File: src/rtl/instr_exec_sequencer.sv
// instr_exec_sequencer
//
// Runs a batch of instructions held in the instruction register. For each
// entry it reads {opcode, op_a, op_b}, either resolves it locally (ZERO,
// illegal opcode, divide/modulo by zero) or sends it to the shared ALU over a
// valid/ready request channel. It then waits for the 64-bit result and writes
// the result back to the same entry.
//
// Opcode map: 0 ZERO, 1 PASSA, 2 PASSB, 3 ADD, 4 SUB, 5 MUL, 6 DIV, 7 MOD;
// opcodes 8..15 are illegal.
//
// Ports
//   i_clk, i_reset_n          clock, async active-low reset
//   i_start                   one-cycle batch request (sampled in IDLE only)
//   i_first_addr, i_num_instr first entry and batch length (clamped to MAX_COUNT)
//   o_busy, o_done            busy outside IDLE, one-cycle end-of-batch pulse
//   o_rd_addr, i_rd_*         register read port (data valid one cycle later)
//   o_alu_req_valid/ready     ALU request handshake, payload o_alu_opc/op_a/op_b
//   i_alu_rsp_valid/result    ALU response
//   o_wr_en/addr/result       result write-back
//   o_err_count               skipped instructions in the current batch (saturating)
//
// State | meaning
// ------+-----------------------------------------------------------
// IDLE  | waiting for i_start
// FETCH | o_rd_addr = current pointer
// DECODE| read data valid; latch payload, classify local vs ALU
// ISSUE | request valid, held until ready is sampled high
// WAIT  | waiting for the ALU response
// WRITE | write-back strobe; advance pointer or finish
// DONE  | one-cycle done pulse
module instr_exec_sequencer #(
    parameter int NUM_ENTRIES = 32,
    parameter int MAX_COUNT   = 32
) (
    input  logic                           i_clk,
    input  logic                           i_reset_n,
    input  logic                           i_start,
    input  logic [$clog2(NUM_ENTRIES)-1:0] i_first_addr,
    input  logic [5:0]                     i_num_instr,
    output logic                           o_busy,
    output logic                           o_done,
    output logic [$clog2(NUM_ENTRIES)-1:0] o_rd_addr,
    input  logic [3:0]                     i_rd_opc,
    input  logic [31:0]                    i_rd_op_a,
    input  logic [31:0]                    i_rd_op_b,
    output logic                           o_alu_req_valid,
    input  logic                           i_alu_req_ready,
    output logic [3:0]                     o_alu_opc,
    output logic [31:0]                    o_alu_op_a,
    output logic [31:0]                    o_alu_op_b,
    input  logic                           i_alu_rsp_valid,
    input  logic [63:0]                    i_alu_result,
    output logic                           o_wr_en,
    output logic [$clog2(NUM_ENTRIES)-1:0] o_wr_addr,
    output logic [63:0]                    o_wr_result,
    output logic [5:0]                     o_err_count
);

    localparam int AW = $clog2(NUM_ENTRIES);

    localparam logic [3:0] OPC_ZERO = 4'd0;
    localparam logic [3:0] OPC_DIV  = 4'd6;
    localparam logic [3:0] OPC_MOD  = 4'd7;

    typedef enum logic [2:0] {
        S_IDLE,
        S_FETCH,
        S_DECODE,
        S_ISSUE,
        S_WAIT,
        S_WRITE,
        S_DONE
    } state_t;

    state_t        r_state;
    state_t        w_next;
    logic [AW-1:0] r_ptr;
    logic [5:0]    r_remain;

    logic          w_local;
    logic          w_err;
    logic [5:0]    w_clamped;
    logic [AW-1:0] w_ptr_inc;

    assign w_clamped = (i_num_instr > 6'(MAX_COUNT)) ? 6'(MAX_COUNT) : i_num_instr;
    assign w_ptr_inc = (r_ptr == AW'(NUM_ENTRIES - 1)) ? '0 : r_ptr + 1'b1;

    always_comb begin
        w_next  = r_state;
        w_local = 1'b0;
        w_err   = 1'b0;
        case (r_state)
            S_IDLE: begin
                if (i_start) begin
                    w_next = (i_num_instr == '0) ? S_DONE : S_FETCH;
                end
            end
            S_FETCH: w_next = S_DECODE;
            S_DECODE: begin
                if (i_rd_opc >= 4'd8) begin
                    w_local = 1'b1;
                    w_err   = 1'b1;
                end else if ((i_rd_opc == OPC_DIV || i_rd_opc == OPC_MOD) && i_rd_op_b == '0) begin
                    w_local = 1'b1;
                    w_err   = 1'b1;
                end else if (i_rd_opc == OPC_ZERO) begin
                    w_local = 1'b1;
                end
                w_next = w_local ? S_WRITE : S_ISSUE;
            end
            S_ISSUE: begin
                if (i_alu_req_ready) begin
                    w_next = S_WAIT;
                end
            end
            S_WAIT: begin
                if (i_alu_rsp_valid) begin
                    w_next = S_WRITE;
                end
            end
            S_WRITE: w_next = (r_remain == 6'd1) ? S_DONE : S_FETCH;
            S_DONE:  w_next = S_IDLE;
            default: w_next = S_IDLE;
        endcase
    end

    // Strobes are registered from the next state so every output is a flop.
    always_ff @(posedge i_clk or negedge i_reset_n) begin
        if (!i_reset_n) begin
            r_state         <= S_IDLE;
            r_ptr           <= '0;
            r_remain        <= '0;
            o_busy          <= 1'b0;
            o_done          <= 1'b0;
            o_alu_req_valid <= 1'b0;
            o_wr_en         <= 1'b0;
            o_rd_addr       <= '0;
            o_wr_addr       <= '0;
            o_alu_opc       <= '0;
            o_alu_op_a      <= '0;
            o_alu_op_b      <= '0;
            o_wr_result     <= '0;
            o_err_count     <= '0;
        end else begin
            r_state         <= w_next;
            o_busy          <= (w_next != S_IDLE);
            o_done          <= (w_next == S_DONE);
            o_alu_req_valid <= (w_next == S_ISSUE);
            o_wr_en         <= (w_next == S_WRITE);
            case (r_state)
                S_IDLE: begin
                    if (i_start && i_num_instr != '0) begin
                        r_ptr       <= i_first_addr;
                        r_remain    <= w_clamped;
                        o_rd_addr   <= i_first_addr;
                        o_err_count <= '0;
                    end
                end
                S_DECODE: begin
                    // Payload only changes here, so it stays stable through ISSUE.
                    o_alu_opc  <= i_rd_opc;
                    o_alu_op_a <= i_rd_op_a;
                    o_alu_op_b <= i_rd_op_b;
                    if (w_local) begin
                        o_wr_addr   <= r_ptr;
                        o_wr_result <= '0;
                    end
                    if (w_err && o_err_count != '1) begin
                        o_err_count <= o_err_count + 1'b1;
                    end
                end
                S_WAIT: begin
                    if (i_alu_rsp_valid) begin
                        o_wr_addr   <= r_ptr;
                        o_wr_result <= i_alu_result;
                    end
                end
                S_WRITE: begin
                    r_remain <= r_remain - 1'b1;
                    if (r_remain != 6'd1) begin
                        r_ptr     <= w_ptr_inc;
                        o_rd_addr <= w_ptr_inc;
                    end
                end
                default: ;
            endcase
        end
    end

endmodule

File: config.mk
export PLATFORM = sky130hd
export DESIGN_NAME = instr_exec_sequencer
export DESIGN_NICKNAME = d
export VERILOG_FILES = /design/src/rtl/instr_exec_sequencer.sv
export SDC_FILE = /design/constraint.sdc
export NUM_CORES = 1
export LEC_CHECK = 0
export ABC_AREA = 1
export BUFFER_PORTS_ARGS = -buffer_cell sky130_fd_sc_hd__buf_4
export CORE_ASPECT_RATIO = 0.9
export CORE_MARGIN = 1
export CORE_UTILIZATION = 26
export CTS_BUF_LIST = sky130_fd_sc_hd__clkbuf_2
export DETAILED_ROUTE_END_ITERATION = 10
export HOLD_SLACK_MARGIN = 0.1
export SYNTH_ARGS = -nofsm -noshare
export SYNTH_HDL_FRONTEND = slang
export SYNTH_SLANG_ARGS = --single-unit
File: constraint.sdc
create_clock -name i_clk -period 4.2 [get_ports i_clk]
set_clock_uncertainty 0.15 [all_clocks]
set_input_delay 0.42 -clock i_clk [delete_from_list [all_inputs] [get_ports i_clk]]
set_output_delay 0.42 -clock i_clk [all_outputs]
set_load 0.05 [all_outputs]
==> impl_metrics.env, run 1 <==
export IMPL_synth_top_cell_area_share_pct=59.14
export IMPL_critPathArrivalTime_ps=3240
export IMPL_hold_violations=0
export IMPL_cts_sinks=161
export IMPL_first_pass_iters=5
export IMPL_rr_worst_depth=8
export IMPL_cts_max_level=4
export IMPL_routedWlPerCell_um=14.58
export IMPL_dp_hpwl_um=14760
export IMPL_internal_power_mw=4.090
export IMPL_drt_iter0_drc=449
export IMPL_drc=0
export IMPL_rows=55
export IMPL_ys_warn_count=0
export IMPL_grt_antenna_before_repair=1
export IMPL_avgViaCountPerCell=4.393
export IMPL_vias=6959
export IMPL_min_to="o_alu_op_a[23]"
export IMPL_avgSynthCellArea_um2=8.602
export IMPL_cts_buffers=17
export IMPL_maxSlewViolCount=0
export IMPL_placed_cell_area_um2=9356
export IMPL_path_clk_slew_ps=260
export IMPL_yosysSeqAreaShare_pct=59.14
export IMPL_fmax_mhz=362.2
export IMPL_ant_nets=0
export IMPL_seq_area_um2=4029
export IMPL_multi_input_area_um2=2489
export IMPL_grt_overflow=0
export IMPL_vdd_ir_drop_max_v=0.0004072
export IMPL_r2r_slack_ps=1440
export IMPL_fin_hold_ws_ps=305.6
export IMPL_syn_nets=945
export IMPL_grt_pass1_vias=7021
export IMPL_hold_start="i_rd_op_a[23]"
export IMPL_post_route_period_util_pct=65.74
export IMPL_initial_utilization_pct=26.76
export IMPL_track_usage_pct=17.29
export IMPL_die_area_um2=26860
export IMPL_synthToLayoutAreaGrowth_pct=64.63
export IMPL_synth_top_cell_by_area="dfrtp_1"
export IMPL_power_switching_mw=4.753
export IMPL_power_frac_clock_pct=11.3
export IMPL_crit_required_ps=4670
export IMPL_ys_ff_latch=161
export IMPL_dp_cells=1396
export IMPL_seqPwrFrac_pct=30.0
export IMPL_ys_types=30
export IMPL_period_needed_ps=2761
export IMPL_gp_congestion=0.8555
export IMPL_comb_power_share_pct=58.7
export IMPL_synth_edf_count=0
export IMPL_setup_violations=0
export IMPL_io_pins=300
export IMPL_cts_buffer_depth=2
export IMPL_syn_area_um2=6813
export IMPL_hold_depth=4
export IMPL_fillers=2535
export IMPL_rsz0062_at_grt="false"
export IMPL_ys_flop_type="dfrtp_1"
export IMPL_port_buffers=299
export IMPL_grt_max_degree=82
export IMPL_clk_latency_ps=680
export IMPL_worst_pin_slew_ps=1183
export IMPL_relSlewSlack_pct=21.16
export IMPL_grt_pass1_wl_um=36980
export IMPL_leakagePower_nw=5.956
export IMPL_hold_path_class="input port to flop"
export IMPL_swShare_pct=53.75
export IMPL_start_kind="flop"
export IMPL_rr_startpoint="r_state[2]"
export IMPL_stdcell_count=1584
export IMPL_max_cap_viol_count=0
export IMPL_synthCells=792
export IMPL_tns_ps=0
export IMPL_root_buffer="clkbuf_2"
export IMPL_die_y_um=155.6
export IMPL_post_cts_setup_buffer_count=0
export IMPL_utilization_pct=44.05
export IMPL_crit_path_end_kind="flop"
export IMPL_drive_gt1_share_pct=28.20
export IMPL_stdcell_area_um2=11220
export IMPL_die_width_um=172.6
export IMPL_fin_nets=1382
export IMPL_core_region_area_um2=25460
export IMPL_status="finished, final reports clean"
export IMPL_rr_endpoint="o_wr_result[61]"
export IMPL_crit_fanout=66
export IMPL_critPathKind="flop to flop"
export IMPL_drt_wl_total_um=23090
export IMPL_yosys_top_cells_area="dfrtp_1, nand2_1, nand3_1"
export IMPL_power_density_nw_per_um2=788.5
export IMPL_async_reset_ff_share_pct=100.0
export IMPL_cts_tree="yes"
what timing repair did:
action	4_1_cts	5_1_grt
resized for setup	0	0
endpoints found under the hold margin	233	0
hold buffers	156	0
layout by cell type (no fill, tap or decap), drive strengths merged, types with 8 or more instances in the layout:
| master | n |
|---|---|
| nand3 | 150 |
| dfrtp | 161 |
| nor2 | 43 |
| dlygate4sd3 | 155 |
| buf | 307 |
| o21ai | 15 |
| inv | 31 |
| nand4 | 8 |
| clkbuf | 17 |
| nand2 | 311 |
state kept, by name (all words and copies together), names as in the netlist, 3 cells and up:
register     flops
o_wr_result     64
o_alu_op_a      32
o_alu_op_b      32
o_err_count      6
r_remain         6
o_wr_addr        5
r_ptr            5
o_alu_opc        4
r_state          3
per-stage QoR:
| stage | total power [mW] | setup WS, ps |
|---|---|---|
| after CTS | 8.934 | 1370 |
| after floorplan | 6.141 | 2242 |
| after detailed placement | 7.770 | 1467 |
| final | 8.844 | 1439 |
| after global placement | 7.727 | 1495 |
| after global routing | 9.415 | 1055 |
worst max-delay path by stage:
stage                     depth (start not counted)      startpoint  slack, ps         endpoint
after floorplan                                   8  o_err_count[0]       2240   o_err_count[3]
after global placement                            9      r_state[1]       1500  o_wr_result[29]
after detailed placement                          9      r_state[1]       1470  o_wr_result[61]
after CTS                                         9      r_state[0]       1370  o_wr_result[61]
after global routing                              8      r_state[2]       1050  o_wr_result[21]
final                                             8      r_state[2]       1440  o_wr_result[61]
cell type report:
type,instances,area share [%]
flip-flops and latches,161,35.92
multi-input cells,561,22.19
inverters,26,0.8701
diodes,1,0.02231
repair buffers,462,34.64
well taps,342,3.815
clock inverters,14,1.785
clock buffers,17,0.7586
per-layer routing:
metal	vias to the layer above	share of wire, %	track usage, %
li1	3426	-	-
met1	3288	42	21.32
met2	201	49	29.11
met3	44	4.8	4.264
met4	0	3.4	6.845
met5	-	0	0
synthesized netlist by cell type (4+ instances only):
| cell | n |
|---|---|
| inv_1 | 23 |
| nand3_1 | 150 |
| nand2_1 | 310 |
| dfrtp_1 | 161 |
| buf_6 | 4 |
| o21ai_0 | 15 |
| a31oi_1 | 5 |
| a21oi_1 | 5 |
| ha_1 | 5 |
| nand4_1 | 8 |
| nor2_1 | 42 |
| xor2_1 | 5 |
| clkbuf_1 | 35 |
worst max-delay path, cell delays in order, from the launching register on:
cell and delay, ps:
dfrtp_1 480, inv_1 120, nor2_2 340, nand2_1 90, nand2_1 270, nor3_2 90, inv_2 840, nand3_1 170
nand2_1 120
logic make-up after synthesis:
logic type	Yosys count	share of synthesized area, %
flip-flops	161	59.14
adder cells (fa/ha/maj)	5	0.9183
AO/OA/AOI/OAI	31	2.608
XOR/XNOR	6	0.7713
AND/OR/NAND/NOR	519	32.16
buffers and inverters	70	4.408
power by group through the flow:
stage	clock, mW	sequential, mW	combinational [mW]
finish	1.00	2.65	5.19
global route	1.12	2.74	5.55
CTS	1.05	2.65	5.23
detailed placement	0	2.67	5.10
global placement	0	2.67	5.06
floorplan	0	4.83	1.31
Note: power is estimated with default switching activity, not from simulation.
==> run 2, diff against run 1 <==
- clock period: 4.2 -> 2.87 ns (I/O delays scaled with it)
==> impl_metrics.env, run 2 (same netlist as run 1, synthesis figures left out) <==
export IMPL_crit_fanout=9
export IMPL_relSlewSlack_pct=48.93
export IMPL_drive_gt1_share_pct=26.42
export IMPL_ant_nets=0
export IMPL_period_needed_ps=2681
export IMPL_max_cap_viol_count=0
export IMPL_path_clk_slew_ps=240
export IMPL_hold_violations=0
export IMPL_cts_tree="yes"
export IMPL_swShare_pct=54.13
export IMPL_final_cell_mix="buf_4, nand2_1, dlygate4sd3_1"
export IMPL_cts_buffer_depth=2
export IMPL_drc=0
export IMPL_reg_top3="o_wr_result: 64 flops, o_alu_op_a: 32 flops, o_alu_op_b: 32 flops"
export IMPL_fmax_mhz=373.0
export IMPL_leakagePower_nw=6.430
export IMPL_first_pass_iters=5
export IMPL_die_area_um2=26860
export IMPL_setup_slack_ps=188.9
export IMPL_hold_path_class="input port to flop"
export IMPL_rows=55
export IMPL_dp_slack_ps=500.4
export IMPL_synthToLayoutAreaGrowth_pct=81.52
export IMPL_path_buf_inv=4
export IMPL_drt_iter0_drc=501
export IMPL_cts_sinks=161
export IMPL_clk_latency_ps=690
export IMPL_comb_power_share_pct=60.3
export IMPL_start_kind="flop"
export IMPL_root_buffer="clkbuf_2"
export IMPL_rsz0062_at_grt="true"
export IMPL_power_frac_clock_pct=9.9
export IMPL_die_y_um=155.6
export IMPL_internal_power_mw=6.036
export IMPL_seqPwrFrac_pct=29.7
export IMPL_grt_pass1_vias=7956
export IMPL_maxSlewViolCount=0
export IMPL_crit_path_end_kind="flop"
export IMPL_grt_antenna_before_repair=1
export IMPL_avgViaCountPerCell=4.538
export IMPL_grt_max_degree=82
export IMPL_drt_wl_total_um=25840
export IMPL_crit_required_ps=3380
export IMPL_power_switching_mw=7.123
export IMPL_fillers=2337
export IMPL_power_density_nw_per_um2=1064
export IMPL_regMostFlops="o_wr_result"
export IMPL_die_width_um=172.6
export IMPL_largest_reg_flops=64
export IMPL_track_usage_pct=19.06
export IMPL_crit_family="buffers and inverters"
export IMPL_utilization_pct=48.57
export IMPL_port_buffers=299
export IMPL_final_common_cell="buf_4"
export IMPL_critPathArrivalTime_ps=3190
export IMPL_core_region_area_um2=25460
export IMPL_io_pins=300
export IMPL_gp_congestion=0.8411
export IMPL_slowest_stage="dlygate4sd3_1"
export IMPL_vdd_ir_drop_max_v=0.0006234
export IMPL_dp_hpwl_um=15240
export IMPL_fin_nets=1499
export IMPL_grt_overflow=0
export IMPL_status="finished, final reports clean"
export IMPL_cts_buffers=17
export IMPL_grt_pass1_wl_um=40760
export IMPL_slowest_delay_ps=570
export IMPL_setup_violations=0
export IMPL_post_route_period_util_pct=93.42
export IMPL_fin_total_pwr_mw=13.16
export IMPL_worst_pin_slew_ps=766.0
export IMPL_initial_utilization_pct=26.76
export IMPL_vias=7724
export IMPL_routedWlPerCell_um=15.18
export IMPL_crit_chain="nor2_1, nand3_1, inv_1, nand2_2, inv_1, a31oi_1, dlygate4sd3_1, o22ai_1, dlygate4sd3_1"
export IMPL_critPathKind="flop to flop"
export IMPL_cts_max_level=4
-- run 2: metrics by stage --
stage	TNS (ps)	instances	area [um2]	hold WS, ps
after floorplan	0	792	6813	-158.6
after global placement	0	1399	9392	118.0
after detailed placement	0	1399	9392	118.7
after CTS	0	1695	12300	100.2
after global routing	-10.87	1702	12370	104.3
final	0	1702	12370	204.4
-- run 2: layer usage --
layer  vias to the layer above  global-route usage (%)  wire, um
met2                       319                   32.83     12960
met3                        87                   4.435      1330
li1                       3665                       -         -
met5                         -                       0         0
met4                         0                   11.31      1316
met1                      3653                   21.71     10230
-- run 2: worst reg2reg max path, cell delays in order (launching register included) --
cell	delay (ps)
dfrtp_2	490
nor2_1	140
nand3_1	130
inv_1	90
nand2_2	130
inv_1	170
a31oi_1	100
dlygate4sd3_1	570
o22ai_1	110
dlygate4sd3_1	570
-- run 2: power by group through the flow --
stage | combinational (mW) | sequential, mW | clock, mW
finish | 7.94 | 3.91 | 1.31
global route | 8.40 | 4.04 | 1.48
CTS | 7.88 | 3.89 | 1.38
detailed placement | 7.51 | 3.92 | 0
global placement | 7.46 | 3.90 | 0
floorplan | 1.92 | 7.07 | 0
-- run 2: repair_timing --
action                     4_1_cts  5_1_grt
hold endpoints to repair       322        4
setup endpoints to repair        0        4
gates resized for setup          0        4
buffers inserted                 0        2
hold buffers                   264        4
-- run 2: path summary, 6_finish.rpt --
check	depth (start not counted)	slack (ps)	endpoint	start
min in group asynchronous	4	440	o_wr_result[24]	i_reset_n
worst max register to register	9	190	r_remain[4]	r_state[0]
worst max-delay path	9	190	r_remain[4]	r_state[0]
max in group asynchronous	4	1630	r_state[0]	i_reset_n
worst min register to register	2	350	o_alu_op_b[28]	o_alu_op_b[28]
worst min-delay path	4	200	o_alu_op_b[15]	i_rd_op_b[15]
-- run 2: area by class of cell --
class | instances | area, um2 | area share (%)
multi-input combinational | 561 | 2496 | 20.18
antenna | 1 | 2.502 | 0.02023
inverter | 26 | 101.3 | 0.8195
clock inverter | 14 | 155.1 | 1.255
clock buffer | 18 | 90.09 | 0.7284
tap | 342 | 427.9 | 3.460
timing repair buffer | 579 | 5064 | 40.94
sequential | 161 | 4030 | 32.59
==> run 3, diff against run 2 <==
- ABC_AREA: 1 -> 0
==> impl_metrics.env, run 3 <==
export IMPL_status="stopped before the end"
export IMPL_haltStage="clock tree synthesis"
export IMPL_first_error="[ERROR RSZ-0060] Max buffer count reached."
export IMPL_cts_hold_buf=253
export IMPL_ys_warn_count=0
export IMPL_initial_utilization_pct=26.66
export IMPL_placed_cell_area_um2=9213
export IMPL_rows=54
export IMPL_cts_max_level=4
export IMPL_ys_flop_type="dfrtp_1"
export IMPL_post_cts_setup_buffer_count=0
export IMPL_ys_ff_latch=161
export IMPL_cts_resized=0
export IMPL_die_width_um=168.9
export IMPL_cts_buffer_depth=2
export IMPL_dp_hpwl_um=14630
export IMPL_async_reset_ff_share_pct=100.0
export IMPL_cts_sinks=161
export IMPL_avgSynthCellArea_um2=10.62
export IMPL_yosysSeqAreaShare_pct=61.79
export IMPL_synth_top_cell_area_share_pct=61.79
export IMPL_port_buffers=299
export IMPL_ys_types=47
export IMPL_synthTopCellsByCount="nand2_1, dfrtp_1, a22o_1"
export IMPL_gp_congestion=0.8024
export IMPL_dp_slack_ps=381.6
export IMPL_syn_area_um2=6520
export IMPL_die_y_um=152.2
export IMPL_root_buffer="clkbuf_2"
export IMPL_cts_buffers=17
export IMPL_io_pins=300
export IMPL_synthCells=614
export IMPL_dp_cells=1228
export IMPL_yosysMostFrequentCell="nand2_1"
export IMPL_synth_edf_count=0
export IMPL_synth_top_cell_by_area="dfrtp_1"
export IMPL_syn_nets=767
export IMPL_yosys_top_cells_area="dfrtp_1, nand2_1, a22o_1"
## run 3: through the flow
step | utilization (%) | hold WS [ps]
after floorplan | - | -158.6
after global placement | 37.67 | 180.4
after detailed placement | 37.67 | 177.1
## run 3: logic make-up after synthesis
group           Yosys count  share of synthesized area [%]
buf+inv                  41                          2.648
compound gates          103                          12.97
mux                       9                          1.785
fa+ha+maj                 5                         0.9595
simple gates            295                          19.84
flops                   161                          61.79
==> run 4, diff against run 3 <==
- CORE_ASPECT_RATIO: 0.9 -> unset
- CORE_UTILIZATION: 26 -> 20
- CTS_BUF_LIST: sky130_fd_sc_hd__clkbuf_2 -> unset
- HOLD_SLACK_MARGIN: 0.1 -> unset
- PLACE_DENSITY_LB_ADDON: unset -> 0.15
==> impl_metrics.env, run 4 <==
export IMPL_status="finished, final reports clean"
export IMPL_yosysSeqAreaShare_pct=61.79
export IMPL_start_kind="input port"
export IMPL_path_clk_slew_ps=70
export IMPL_placed_cell_area_um2=9336
export IMPL_max_cap_viol_count=0
export IMPL_setup_slack_ps=165.1
export IMPL_fmax_mhz=369.7
export IMPL_synth_top_cell_by_area="dfrtp_1"
export IMPL_die_area_um2=33330
export IMPL_drive_gt1_share_pct=33.62
export IMPL_hold_depth=3
export IMPL_rr_worst_depth=8
export IMPL_largest_reg_flops=64
export IMPL_port_buffers=299
export IMPL_avgSynthCellArea_um2=10.62
export IMPL_leakagePower_nw=5.667
export IMPL_ys_flop_type="dfrtp_1"
export IMPL_fin_nets=1205
export IMPL_die_width_um=182.6
export IMPL_critPathKind="input port to flop"
export IMPL_period_needed_ps=2705
export IMPL_grt_pass1_wl_um=36000
export IMPL_drt_wl_total_um=23080
export IMPL_vdd_ir_drop_max_v=0.0007437
export IMPL_cts_resized=0
export IMPL_hold_start="i_rd_opc[3]"
export IMPL_die_y_um=182.6
export IMPL_yosys_top_cells_area="dfrtp_1, nand2_1, a22o_1"
export IMPL_rr_startpoint="r_remain[1]"
export IMPL_cts_buffers=17
export IMPL_synth_edf_count=0
export IMPL_cts_sinks=161
export IMPL_synthToLayoutAreaGrowth_pct=73.29
export IMPL_post_cts_setup_buffer_count=0
export IMPL_syn_nets=767
export IMPL_crit_path_end_kind="flop"
export IMPL_crit_fanout=70
export IMPL_synthCells=614
export IMPL_io_pins=300
export IMPL_power_density_nw_per_um2=1243
export IMPL_root_buffer="clkbuf_16"
export IMPL_maxSlewViolCount=0
export IMPL_dp_hpwl_um=15540
export IMPL_ant_nets=0
export IMPL_final_common_cell="buf_4"
export IMPL_syn_area_um2=6520
export IMPL_synth_top_cell_area_share_pct=61.79
export IMPL_cts_buffer_depth=2
export IMPL_tns_ps=0
export IMPL_rsz0062_at_grt="false"
export IMPL_avgViaCountPerCell=4.117
export IMPL_worst_pin_slew_ps=822.3
export IMPL_yosysMostFrequentCell="nand2_1"
export IMPL_crit_required_ps=3030
export IMPL_regMostFlops="o_wr_result"
export IMPL_ys_warn_count=0
export IMPL_routedWlPerCell_um=15.39
export IMPL_grt_overflow=0
export IMPL_final_cell_mix="buf_4, nand2_1, dfrtp_1"
export IMPL_initial_utilization_pct=20.50
export IMPL_stdcell_area_um2=11300
export IMPL_critPathArrivalTime_ps=2870
export IMPL_post_route_period_util_pct=94.25
export IMPL_fin_total_pwr_mw=14.04
export IMPL_crit_start="i_rd_op_b[14]"
export IMPL_rows=65
export IMPL_core_region_area_um2=31800
export IMPL_synthTopCellsByCount="nand2_1, dfrtp_1, a22o_1"
export IMPL_grt_max_degree=71
export IMPL_drt_iter0_drc=187
export IMPL_gp_congestion=0.7441
export IMPL_hold_path_class="input port to flop"
export IMPL_cts_tree="yes"
export IMPL_async_reset_ff_share_pct=100.0
export IMPL_grt_pass1_vias=6440
export IMPL_vias=6176
export IMPL_grt_antenna_before_repair=0
export IMPL_hold_violations=0
export IMPL_antenna_cells=0
export IMPL_ys_types=47
export IMPL_first_pass_iters=4
export IMPL_track_usage_pct=13.92
export IMPL_clk_latency_ps=430
export IMPL_dp_slack_ps=282.8
export IMPL_reg_top3="o_wr_result: 64 flops, o_alu_op_a: 32 flops, o_alu_op_b: 32 flops"
export IMPL_drc=0
export IMPL_setup_violations=0
export IMPL_cts_max_level=4
export IMPL_relSlewSlack_pct=45.18
export IMPL_ys_ff_latch=161
## run 4: cell counts after synthesis
No cell type changed its count.
## run 4: logic make-up after synthesis
logic type / share of synthesized area [%]
buffers and inverters: 2.648
flip-flops: 61.79
AO/OA/AOI/OAI: 12.97
adder cells (fa/ha/maj): 0.9595
multiplexers: 1.785
AND/OR/NAND/NOR: 19.84
## run 4: critical path, cell delays in order
cell	delay, ps
dlygate4sd3_1	540
buf_4	140
nor4_1	390
nand3_1	270
nor4_1	420
buf_4	200
o41ai_4	70
buf_12	230
mux2_4	320
## run 4: cell type report
type	instances	area [um2]
well taps	435	544.3
repair buffers	453	3795
clock inverters	14	121.4
clock buffers	18	429.2
fillers	3199	20500
inverters	7	26.28
multi-input cells	412	2354
flip-flops and latches	161	4029
## run 4: what timing repair did
action	4_1_cts	5_1_grt
hold endpoints to repair	179	0
setup endpoints to repair	0	0
hold buffers	141	0
## run 4: final timing paths
kind / slack [ps] / end
setup / recovery: 170 / o_wr_addr[4]
hold / removal: 50 / o_alu_opc[3]
setup reg to reg: 400 / o_wr_addr[4]
hold reg to reg: 320 / o_alu_op_a[18]
max in group asynchronous: 1620 / o_wr_result[5]
min in group asynchronous: 210 / o_wr_result[24]
## run 4: layer usage
metal  routed length (um)  vias up  share of wire [%]  GRT usage [%]
met1                10070     2924                 44          17.23
li1                     -     3012                  -              -
met3                 1847       13                8.0          4.730
met4                  328        0                1.4          4.471
met2                10840      227                 47          22.66
met5                    0        -                  0              0
## run 4: through the flow
step / std cells / hold slack [ps] / utilization [%]
6_report: 1500 / 48.03 / 35.53
5_1_grt: 1500 / 46.79 / 35.53
4_1_cts: 1500 / 11.78 / 35.53
3_5_place_dp: 1327 / 102.1 / 29.36
3_3_place_gp: 1327 / 106.6 / 29.36
2_1_floorplan: 614 / -158.6 / -
## run 4: where the power goes
group	internal [mW]	switching [mW]	total (mW)	leakage, nW
combinational	2.47	5.34	7.81	3.37
sequential	3.33	0.704	4.03	2.03
clock	1.13	1.06	2.20	0.260
